**config.mk**
```make
export PLATFORM = sky130hd
export DESIGN_NAME = el2_dec_gpr_wbq
export DESIGN_NICKNAME = d
export VERILOG_FILES = /design/src/rtl/el2_pkg.sv /design/src/rtl/rvdff.sv /design/src/rtl/rvdffe.sv /design/src/rtl/el2_dec_gpr_wbq.sv
export SDC_FILE = /design/constraint.sdc
export NUM_CORES = 1
export LEC_CHECK = 0
export ABC_CLOCK_PERIOD_IN_PS = 5700
export CAP_MARGIN = 15
export CORE_UTILIZATION = 45
export DETAILED_ROUTE_END_ITERATION = 8
export HOLD_SLACK_MARGIN = 0.1
export PLACE_DENSITY = 0.71
export SLEW_MARGIN = 20
export SYNTH_ARGS = -nofsm -noshare
export SYNTH_HDL_FRONTEND = slang
export SYNTH_SLANG_ARGS = --single-unit
```
**constraint.sdc**
```tcl
create_clock -name clk -period 5.7 [get_ports clk]
set_input_delay 1.425 -clock clk [delete_from_list [all_inputs] [get_ports clk]]
set_output_delay 1.425 -clock clk [all_outputs]
set_load 0.01 [all_outputs]
```
**src/rtl/el2_pkg.sv**
```systemverilog
// Shared types for the EL2 decode writeback path.
package el2_pkg;

    localparam int unsigned GPR_AW = 5;
    localparam int unsigned GPR_DW = 32;

    // One pending GPR write: destination register and result data.
    typedef struct packed {
        logic [GPR_AW-1:0] addr;
        logic [GPR_DW-1:0] data;
    } el2_gpr_wb_pkt_t;

endpackage

```
**src/rtl/rvdff.sv**
```systemverilog
// Plain flop vector with asynchronous active-low reset.
module rvdff #(
    parameter int unsigned WIDTH = 1
) (
    input  logic [WIDTH-1:0] din,
    input  logic             clk,
    input  logic             rst_l,
    output logic [WIDTH-1:0] dout
);

    always_ff @(posedge clk or negedge rst_l) begin
        if (!rst_l) dout <= '0;
        else        dout <= din;
    end

endmodule

```
**src/rtl/rvdffe.sv**
```systemverilog
// Enable-gated flop vector; scan_mode forces the clock enable on as the gater would.
module rvdffe #(
    parameter int unsigned WIDTH = 1
) (
    input  logic [WIDTH-1:0] din,
    input  logic             en,
    input  logic             clk,
    input  logic             rst_l,
    input  logic             scan_mode,
    output logic [WIDTH-1:0] dout
);

    always_ff @(posedge clk or negedge rst_l) begin
        if (!rst_l)                dout <= '0;
        else if (en | scan_mode)   dout <= din;
    end

endmodule

```
**src/rtl/el2_dec_gpr_wbq.sv**
```systemverilog
// Writeback queue merging load and divider results onto GPR write port 2.
module el2_dec_gpr_wbq
    import el2_pkg::*;
#(
    parameter int unsigned DEPTH = 4
) (
    input  logic        clk,
    input  logic        rst_l,
    input  logic        ld_wb_valid,
    input  logic [4:0]  ld_wb_addr,
    input  logic [31:0] ld_wb_data,
    output logic        ld_wb_ready,
    input  logic        div_wb_valid,
    input  logic [4:0]  div_wb_addr,
    input  logic [31:0] div_wb_data,
    output logic        div_wb_ready,
    input  logic        wr_port_free,
    output logic        wen2,
    output logic [4:0]  waddr2,
    output logic [31:0] wd2,
    input  logic [4:0]  raddr0,
    input  logic [4:0]  raddr1,
    output logic        pend0,
    output logic        pend1,
    output logic [3:0]  wbq_cnt,
    input  logic        scan_mode
);

    localparam int unsigned PW = $clog2(DEPTH);
    localparam int unsigned CW = 4;

    logic [PW-1:0]   wr_ptr, wr_ptr_nxt, rd_ptr, rd_ptr_nxt, div_slot;
    logic [CW-1:0]   cnt, cnt_nxt;
    logic            ld_push, div_push, pop;
    logic [DEPTH-1:0] entry_en, entry_vld;
    el2_gpr_wb_pkt_t ld_pkt, div_pkt, head;
    el2_gpr_wb_pkt_t entry_din [DEPTH];
    el2_gpr_wb_pkt_t entry     [DEPTH];

    assign ld_pkt  = '{addr: ld_wb_addr,  data: ld_wb_data};
    assign div_pkt = '{addr: div_wb_addr, data: div_wb_data};

    // Readiness depends on registered occupancy only; the load claims the first free slot.
    always_comb begin
        ld_wb_ready  = cnt < CW'(DEPTH);
        div_wb_ready = ld_wb_valid ? (cnt <= CW'(DEPTH - 2)) : (cnt < CW'(DEPTH));
        ld_push      = ld_wb_valid  & ld_wb_ready  & (ld_wb_addr  != 5'd0);
        div_push     = div_wb_valid & div_wb_ready & (div_wb_addr != 5'd0);
        pop          = (cnt != '0) & wr_port_free;
        div_slot     = wr_ptr + PW'(ld_push);
        wr_ptr_nxt   = wr_ptr + PW'(ld_push) + PW'(div_push);
        rd_ptr_nxt   = rd_ptr + PW'(pop);
        cnt_nxt      = cnt + CW'(ld_push) + CW'(div_push) - CW'(pop);
    end

    rvdff #(.WIDTH(PW)) u_wr_ptr (.din(wr_ptr_nxt), .clk(clk), .rst_l(rst_l), .dout(wr_ptr));
    rvdff #(.WIDTH(PW)) u_rd_ptr (.din(rd_ptr_nxt), .clk(clk), .rst_l(rst_l), .dout(rd_ptr));
    rvdff #(.WIDTH(CW)) u_cnt    (.din(cnt_nxt),    .clk(clk), .rst_l(rst_l), .dout(cnt));

    // Storage is never reset; validity comes from the entry's distance to the read pointer.
    for (genvar i = 0; i < DEPTH; i++) begin : g_entry
        logic          ld_hit, div_hit;
        logic [PW-1:0] offs;

        assign ld_hit       = ld_push  & (wr_ptr   == PW'(i));
        assign div_hit      = div_push & (div_slot == PW'(i));
        assign entry_en[i]  = ld_hit | div_hit;
        assign entry_din[i] = ld_hit ? ld_pkt : div_pkt;
        assign offs         = PW'(i) - rd_ptr;
        assign entry_vld[i] = CW'(offs) < cnt;

        rvdffe #(.WIDTH($bits(el2_gpr_wb_pkt_t))) u_entry (
            .din       (entry_din[i]),
            .en        (entry_en[i]),
            .clk       (clk),
            .rst_l     (1'b1),
            .scan_mode (scan_mode),
            .dout      (entry[i])
        );
    end

    assign head    = entry[rd_ptr];
    assign wen2    = pop;
    assign waddr2  = pop ? head.addr : 5'd0;
    assign wd2     = pop ? head.data : 32'd0;
    assign wbq_cnt = cnt;

    // Hazard query over queued entries only; x0 is never pending.
    always_comb begin
        pend0 = 1'b0;
        pend1 = 1'b0;
        for (int i = 0; i < DEPTH; i++) begin
            if (entry_vld[i] && (entry[i].addr == raddr0)) pend0 = 1'b1;
            if (entry_vld[i] && (entry[i].addr == raddr1)) pend1 = 1'b1;
        end
        pend0 = pend0 & (raddr0 != 5'd0);
        pend1 = pend1 & (raddr1 != 5'd0);
    end

endmodule

```
=== After elaboration in Yosys (flattened, before gate mapping) ===
Cells that the tools add are included.
Widths: inputs -> output; s select.

* Add/sub/neg operators: 10
* Order comparisons: 7
* Eq/ne operators: 14
* Mux-type cells: 18
* Bitwise gates (word level): 24
* Reductions and logical operators: 15

{| class="wikitable"
|+ Operators by type and width
! cell !! count
|-
| $mux 37 || 6
|-
| $bmux 37 s2 || 1
|-
| $eq 5x5->1 || 8
|-
| $mux 32 || 1
|-
| $reduce_bool 5->1 || 4
|-
| $lt 2x4->1 || 4
|-
| $and 1x1->1 || 15
|-
| $mux 1 || 9
|-
| $add 4x1->4 || 2
|-
| $eq 2x2->1 const B || 4
|-
| $logic_and 1x1->1 || 8
|-
| $or 1x1->1 || 8
|-
| $add 2x1->2 || 3
|-
| $mux 5 || 1
|-
| $eq 2x1->1 const B || 2
|-
| $le 4x2->1 const B || 1
|-
| $logic_not 2->1 || 2
|-
| $lt 4x3->1 const B || 1
|-
| $reduce_bool 4->1 || 1
|-
| $sub 1x2->2 const A || 2
|-
| $sub 2x2->2 const A || 2
|-
| $sub 4x1->4 || 1
|-
| $ge 3x3->1 const B || 1
|-
| $not 2->3 || 1
|}

* Flip-flop bits (word level): 156
* Input bits: 90
* Output and inout port bits: 46
* Word-level logic and storage cells: 95

=== Depth between registers and ports, before layout ===
* Depth in word-level cells: 8
* Depth in mapped cells: 13
* Depth with buffers taken out: 12

=== Hierarchy ===
From an unflattened synthesis, not the netlist that was laid out.

* Cell total of the unflattened synthesis: 710
* Area total of the unflattened synthesis: 10,376.2 um^2

{| class="wikitable"
|+ By module, submodules not included
! module !! times used !! cells each !! area an instance (um^2) !! seq. area each (um^2)
|-
| rvdffe || 4 || 78 || 1,535.2 || 925.9
|-
| el2_dec_gpr_wbq || 1 || 390 || 4,035.1 || 0.0
|-
| rvdff (u_cnt) || 1 || 4 || 100.1 || 100.1
|-
| rvdff (u_rd_ptr ...) || 2 || 2 || 50.0 || 50.0
|}

=== Worst setup path before layout ===
No wires, ideal clock.

* Kind: input-to-reg
* Start: input ld_wb_addr[0]
* End: register g_entry[3].u_entry.dout[0] (enable)
* Library setup time: 0.560 ns
* Arrival: 6.890 ns
* Required time: 5.140 ns
* Path slack: -1.750 ns
* Stages: 5
* Buffers on the path: 0
* Cells stage by stage: or3_1 o311a_4 ha_1 inv_1 o311ai_0

* Word-level cells in the longest chain between the ends: 7
* Elaborated cells between the ends (all ways): 8
* Those cells by class: add/sub (1); eq/ne (1); bitwise (5); reduce/logical (1)

{| class="wikitable"
|+ Ends and longest elaborated chain
! what !! RTL line !! RTL
|-
| from (decl) || el2_dec_gpr_wbq.sv:10 || <nowiki>input logic [4:0] ld_wb_addr,</nowiki>
|-
| $reduce_bool 5->1 * || el2_dec_gpr_wbq.sv:47 || <nowiki>ld_push = ld_wb_valid & ld_wb_ready & (ld_wb_addr != 5'd0);</nowiki>
|-
| $and 1x1->1 * || el2_dec_gpr_wbq.sv:47 ||
|-
| $add 2x1->2 || el2_dec_gpr_wbq.sv:50 || <nowiki>div_slot = wr_ptr + PW'(ld_push);</nowiki>
|-
| $eq 2x2->1 || el2_dec_gpr_wbq.sv:66 || <nowiki>assign div_hit = div_push & (div_slot == PW'(i));</nowiki>
|-
| $and 1x1->1 || el2_dec_gpr_wbq.sv:66 ||
|-
| $or 1x1->1 * || el2_dec_gpr_wbq.sv:67 || <nowiki>assign entry_en[i] = ld_hit | div_hit;</nowiki>
|-
| $or 1x1->1 * || rvdffe.sv:15 || <nowiki>else if (en | scan_mode) dout <= din;</nowiki>
|-
| to (signal assigned) || rvdffe.sv:15 ||
|-
| to (decl) || rvdffe.sv:10 || <nowiki>output logic [WIDTH-1:0] dout</nowiki>
|}

Mark *: on every way between the ends. The rest lies on a longest branch, timed or not.
A chain may end at the register's enable or synchronous reset.

=== Worst setup path after layout ===
* Start: input raddr0[2]
* End: output pend0

* Word-level cells in the longest chain between the ends: 7
* Elaborated cells between the ends (all ways): 14
* Those cells by class: eq/ne (4); mux (4); bitwise (1); reduce/logical (5)

{| class="wikitable"
|+ Ends and longest elaborated chain
! what !! RTL line !! RTL
|-
| from (decl) || el2_dec_gpr_wbq.sv:21 || <nowiki>input logic [4:0] raddr0,</nowiki>
|-
| $eq 5x5->1 || el2_dec_gpr_wbq.sv:93 || <nowiki>if (entry_vld[i] && (entry[i].addr == raddr0)) pend0 = 1'b1;</nowiki>
|-
| $logic_and 1x1->1 || el2_dec_gpr_wbq.sv:93 ||
|-
| $mux 1 (4 in series) || el2_dec_gpr_wbq.sv:93 ||
|-
| $and 1x1->1 * || el2_dec_gpr_wbq.sv:96 || <nowiki>pend0 = pend0 & (raddr0 != 5'd0);</nowiki>
|-
| to (decl) || el2_dec_gpr_wbq.sv:23 || <nowiki>output logic pend0,</nowiki>
|}

Marked as above.

==> flow_summary_export.csv <==
group,metric,value,unit
run_status,run_status,"finished, final reports clean",
detailed_routing,post_drt_via_cell_ratio,5.59,
sta,final_min_period_over_clock_period,85.1,%
floorplan,core_area,18800,um^2
placed_design,place.detailed.instances,892,
logic_synthesis,netlist.area_leader.share,51.5,%
placed_design,placement.setup.worst_slack,0.864,ns
cts,cts.root.buffer_cell,"sky130_fd_sc_hd__clkbuf_16",
worst_hold_path,timing.hold.worst_path_depth,3,
logic_synthesis,synth_edf_count,148,
cts,clkSlewWorstSetupHoldPaths,0.06,ns
logic_synthesis,syn_avg_cell_area,15.9,um^2
sta,finalHoldViolations,0,
logic_synthesis,synthMostInstantiatedCell,"sky130_fd_sc_hd__edfxtp_1",
grt,grt_max_degree,42,
power,total_switching_power,0.00138,W
cells_and_area,instances_no_fill,925,
power,power.density_cell_area,421,nW/um^2
critical_path,setup.worst_path.start,"raddr0[2]",
cts,cts_max_path_bufs,2,
logic_synthesis,synth_top_cells_by_area,"sky130_fd_sc_hd__edfxtp_1 51%, sky130_fd_sc_hd__mux2_2 17%, sky130_fd_sc_hd__mux4_2 9.6%",
logic_synthesis,synth_seq_cells,156,
cts,cts_repair_resize_count,0,
critical_path,endpoint_kind,"primary output",
power,worst_ir_drop_vdd,0.253,mV
cells_and_area,design_area,10900,um^2
cts,post_cts_buffers,0,
placed_design,io_buffers,135,
logic_synthesis,ys_seq_area_share,53.8,%
sta,report.final.setup_viol,0,
floorplan,die_area,19800,um^2
detailed_routing,wire_per_inst,22.7,um
placed_design,detailed_place.area,10300,um^2
cells_and_area,ratio_of_cells_with_drive_above_1_in_the_final_layout,35.0,%
cells_and_area,final_net_count,782,
critical_path,critPathKind,"in2out",
power,power_leakage,3.87,nW
floorplan,boundaryPins,136,
cts,cts_hold_repair.buffers,0,
grt,grt_pass1_wl,32300,um
cts,tritoncts,"done",
detailed_routing,wirelength_met1,9010,um
critical_path,worstPathArrival,3.42,ns
logic_synthesis,synth.distinct_cells,37,
floorplan,die_width,141,um
logic_synthesis,post_synthesis_cell_type_with_the_largest_combined_area,"sky130_fd_sc_hd__edfxtp_1",
cells_and_area,n_antenna_cell,0,
detailed_routing,ant_nets,0,
critical_path,cp-endpoint,"pend0",
detailed_routing,number_of_detailed_route_iterations_in_the_first_pass,4,
cells_and_area,area_growth_syn_to_layout,26.0,%
critical_path,worst-path-max-fanout,5,
grt,vias_in_the_first_global_route,5659,
sta,final.min_clock_period,4.85,ns
critical_path,setup_crit_start_kind,"input pin",
grt,number_of_antenna_violations_at_the_first_check_in_global_routing,0,
detailed_routing,postRouteWirelength,21000,um
sta,report.final.slew_viol_count,0,
sta,final.setup.tns,0,ns
sta,worst_slew_margin_rel,44.5,%
power,clock_power_share,25.5,%
logic_synthesis,yosys_warnings,0,
cells_and_area,number_of_fill_cells,1457,
grt,globalRoute.totalOverflow,0,
floorplan,initial_utilization,46.0,%
cts,cts.sinks,156,
sta,setup_ws,0.850,ns
logic_synthesis,syn_area,8640,um^2
worst_hold_path,min_path_type,"reg2reg",
floorplan,die_h,141,um
detailed_routing,drt-initial-drc-count,250,
sta,rsz0062_at_grt,"no",
placed_design,weighted_congestion_at_the_end_of_routability_driven_global_placement,0.898,
floorplan,core.rowCount,50,
logic_synthesis,synth_commonest_cells,"148 x sky130_fd_sc_hd__edfxtp_1, 129 x sky130_fd_sc_hd__mux2_2, 38 x sky130_fd_sc_hd__nor2b_1",
detailed_routing,wl_met2,10700,um
detailed_routing,drt_drc_violations_left,0,
sta,timing.hold.ws,0.685,ns
power,seq_power_share,36.4,%
logic_synthesis,synthesis.instances,544,
critical_path,worstRegToRegCells,10,
critical_path,worst-endpoint-required,4.28,ns
sta,fmaxAchievable,206,MHz
cts,clkLatencyLatePin,0.42,ns
placed_design,final_hpwl_dp,14000,um
grt,grt_usage,22.2,%
logic_synthesis,total_nets_after_synthesis,648,
detailed_routing,route.vias.total,5174,
critical_path,ff2ff_setup_slack,2.50,ns
sta,clock_skew,0.00926,ns
cts,cts-htree-levels,4,
detailed_routing,highest-signal-layer,"met4",
detailed_routing,met3WireLength,1060,um
cts,cts_buffer_count,17,
power,comb_power_share,38.1,%
logic_synthesis,async_flop_share,5.13,%
critical_path,crit-reg2reg-capture,"u_cnt.dout[2]$_DFF_PN0_",
sta,worst_slew_pin_slew,0.833,ns
run,drv.max_cap_violation_count,0,
power,cellInternalPower,0.00320,W
critical_path,reg2reg_from,"u_cnt.dout[2]$_DFF_PN0_",
power,power.share.switching,30.1,%
logic_synthesis,yosys_most_used_dff,"sky130_fd_sc_hd__edfxtp_1",
## cell usage in the layout (no fill, tap or decap), drive strengths merged, types with 2 or more instances in the layout
cell,n
and4,2
bufinv,4
o21ai,4
nor4,8
mux4,37
nand3,8
clkdlybuf4s50,135
nand3b,2
buf,20
nor2,2
edfxtp,148
inv,13
mux2,148
xnor2,24
xor2,22
nor2b,38
clkbuf,20
ha,12
dfrtp,8
nor3,4
nand2,6
o311ai,2
a21oi,4
fa,2
clkinv,7
## per-layer routing
layer,GRT usage (%),up-vias
li1,-,2380
met1,27.5,2635
met2,38.8,138
met3,5.57,21
met4,5.89,0
met5,0,-
## flip-flops by register name (all words and copies together), names as in the netlist
name and cells:
u_cnt.dout 4, g_entry.u_entry.dout 148, u_wr_ptr.dout 2, u_rd_ptr.dout 2
## metrics by stage
stage,power [W],util [%]
after floorplan,0.00276,-
after global placement,0.00341,54.7
after detailed placement,0.00345,54.7
after CTS,0.00462,57.9
after global routing,0.00480,58.0
final,0.00458,58.0
## power by group through the flow
stage          registers [W]  clock network (W)  logic, W
5_1_grt              0.00169            0.00123   0.00188
3_3_place_gp         0.00168                  0   0.00173
6_report             0.00167            0.00117   0.00174
2_1_floorplan        0.00164                  0   0.00112
3_5_place_dp         0.00169                  0   0.00175
4_1_cts              0.00167            0.00119   0.00177
## worst min-delay path by stage
stage                                     startpoint                    endpoint  slack [ns]
after floorplan           u_rd_ptr.dout[0]$_DFF_PN0_  u_rd_ptr.dout[0]$_DFF_PN0_        0.46
after global placement       u_cnt.dout[3]$_DFF_PN0_     u_cnt.dout[3]$_DFF_PN0_        0.67
after detailed placement     u_cnt.dout[3]$_DFF_PN0_     u_cnt.dout[3]$_DFF_PN0_        0.67
after CTS                    u_cnt.dout[3]$_DFF_PN0_     u_cnt.dout[3]$_DFF_PN0_        0.68
after global routing         u_cnt.dout[3]$_DFF_PN0_     u_cnt.dout[3]$_DFF_PN0_        0.74
final                        u_cnt.dout[3]$_DFF_PN0_     u_cnt.dout[3]$_DFF_PN0_        0.68
## worst max-delay path, stage by stage
cell	delay [ns]
sky130_fd_sc_hd__clkdlybuf4s50_1	0.65
sky130_fd_sc_hd__xor2_1	0.19
sky130_fd_sc_hd__nor3_1	0.07
sky130_fd_sc_hd__and4_1	0.17
sky130_fd_sc_hd__nor4_1	0.36
sky130_fd_sc_hd__a21oi_1	0.08
sky130_fd_sc_hd__clkdlybuf4s50_1	0.49
## cell type report
type                    instances  area (um^2)  area share (%)
clock buffers                  20          437            4.01
multi-input cells             336         3790            34.8
clock inverters                12          169            1.55
repair buffers                155         1510            13.8
inverters                      12         45.0           0.414
well taps                     234          293            2.69
flip-flops and latches        156         4650            42.7
## cell families (layout without fill, tap and decap cells)
kind of cell	Yosys count	in the layout	share of synthesized area (%)
multiplexers	185	185	29.8
flip-flops	156	156	53.8
AND/OR/NAND/NOR	73	73	5.00
buffers and inverters	52	199	3.03
XOR/XNOR	46	46	4.66
AO/OA/AOI/OAI	18	18	1.56
adder cells (fa/ha/maj)	14	14	2.20
No activity file was read; power rests on OpenSTA's default activity.
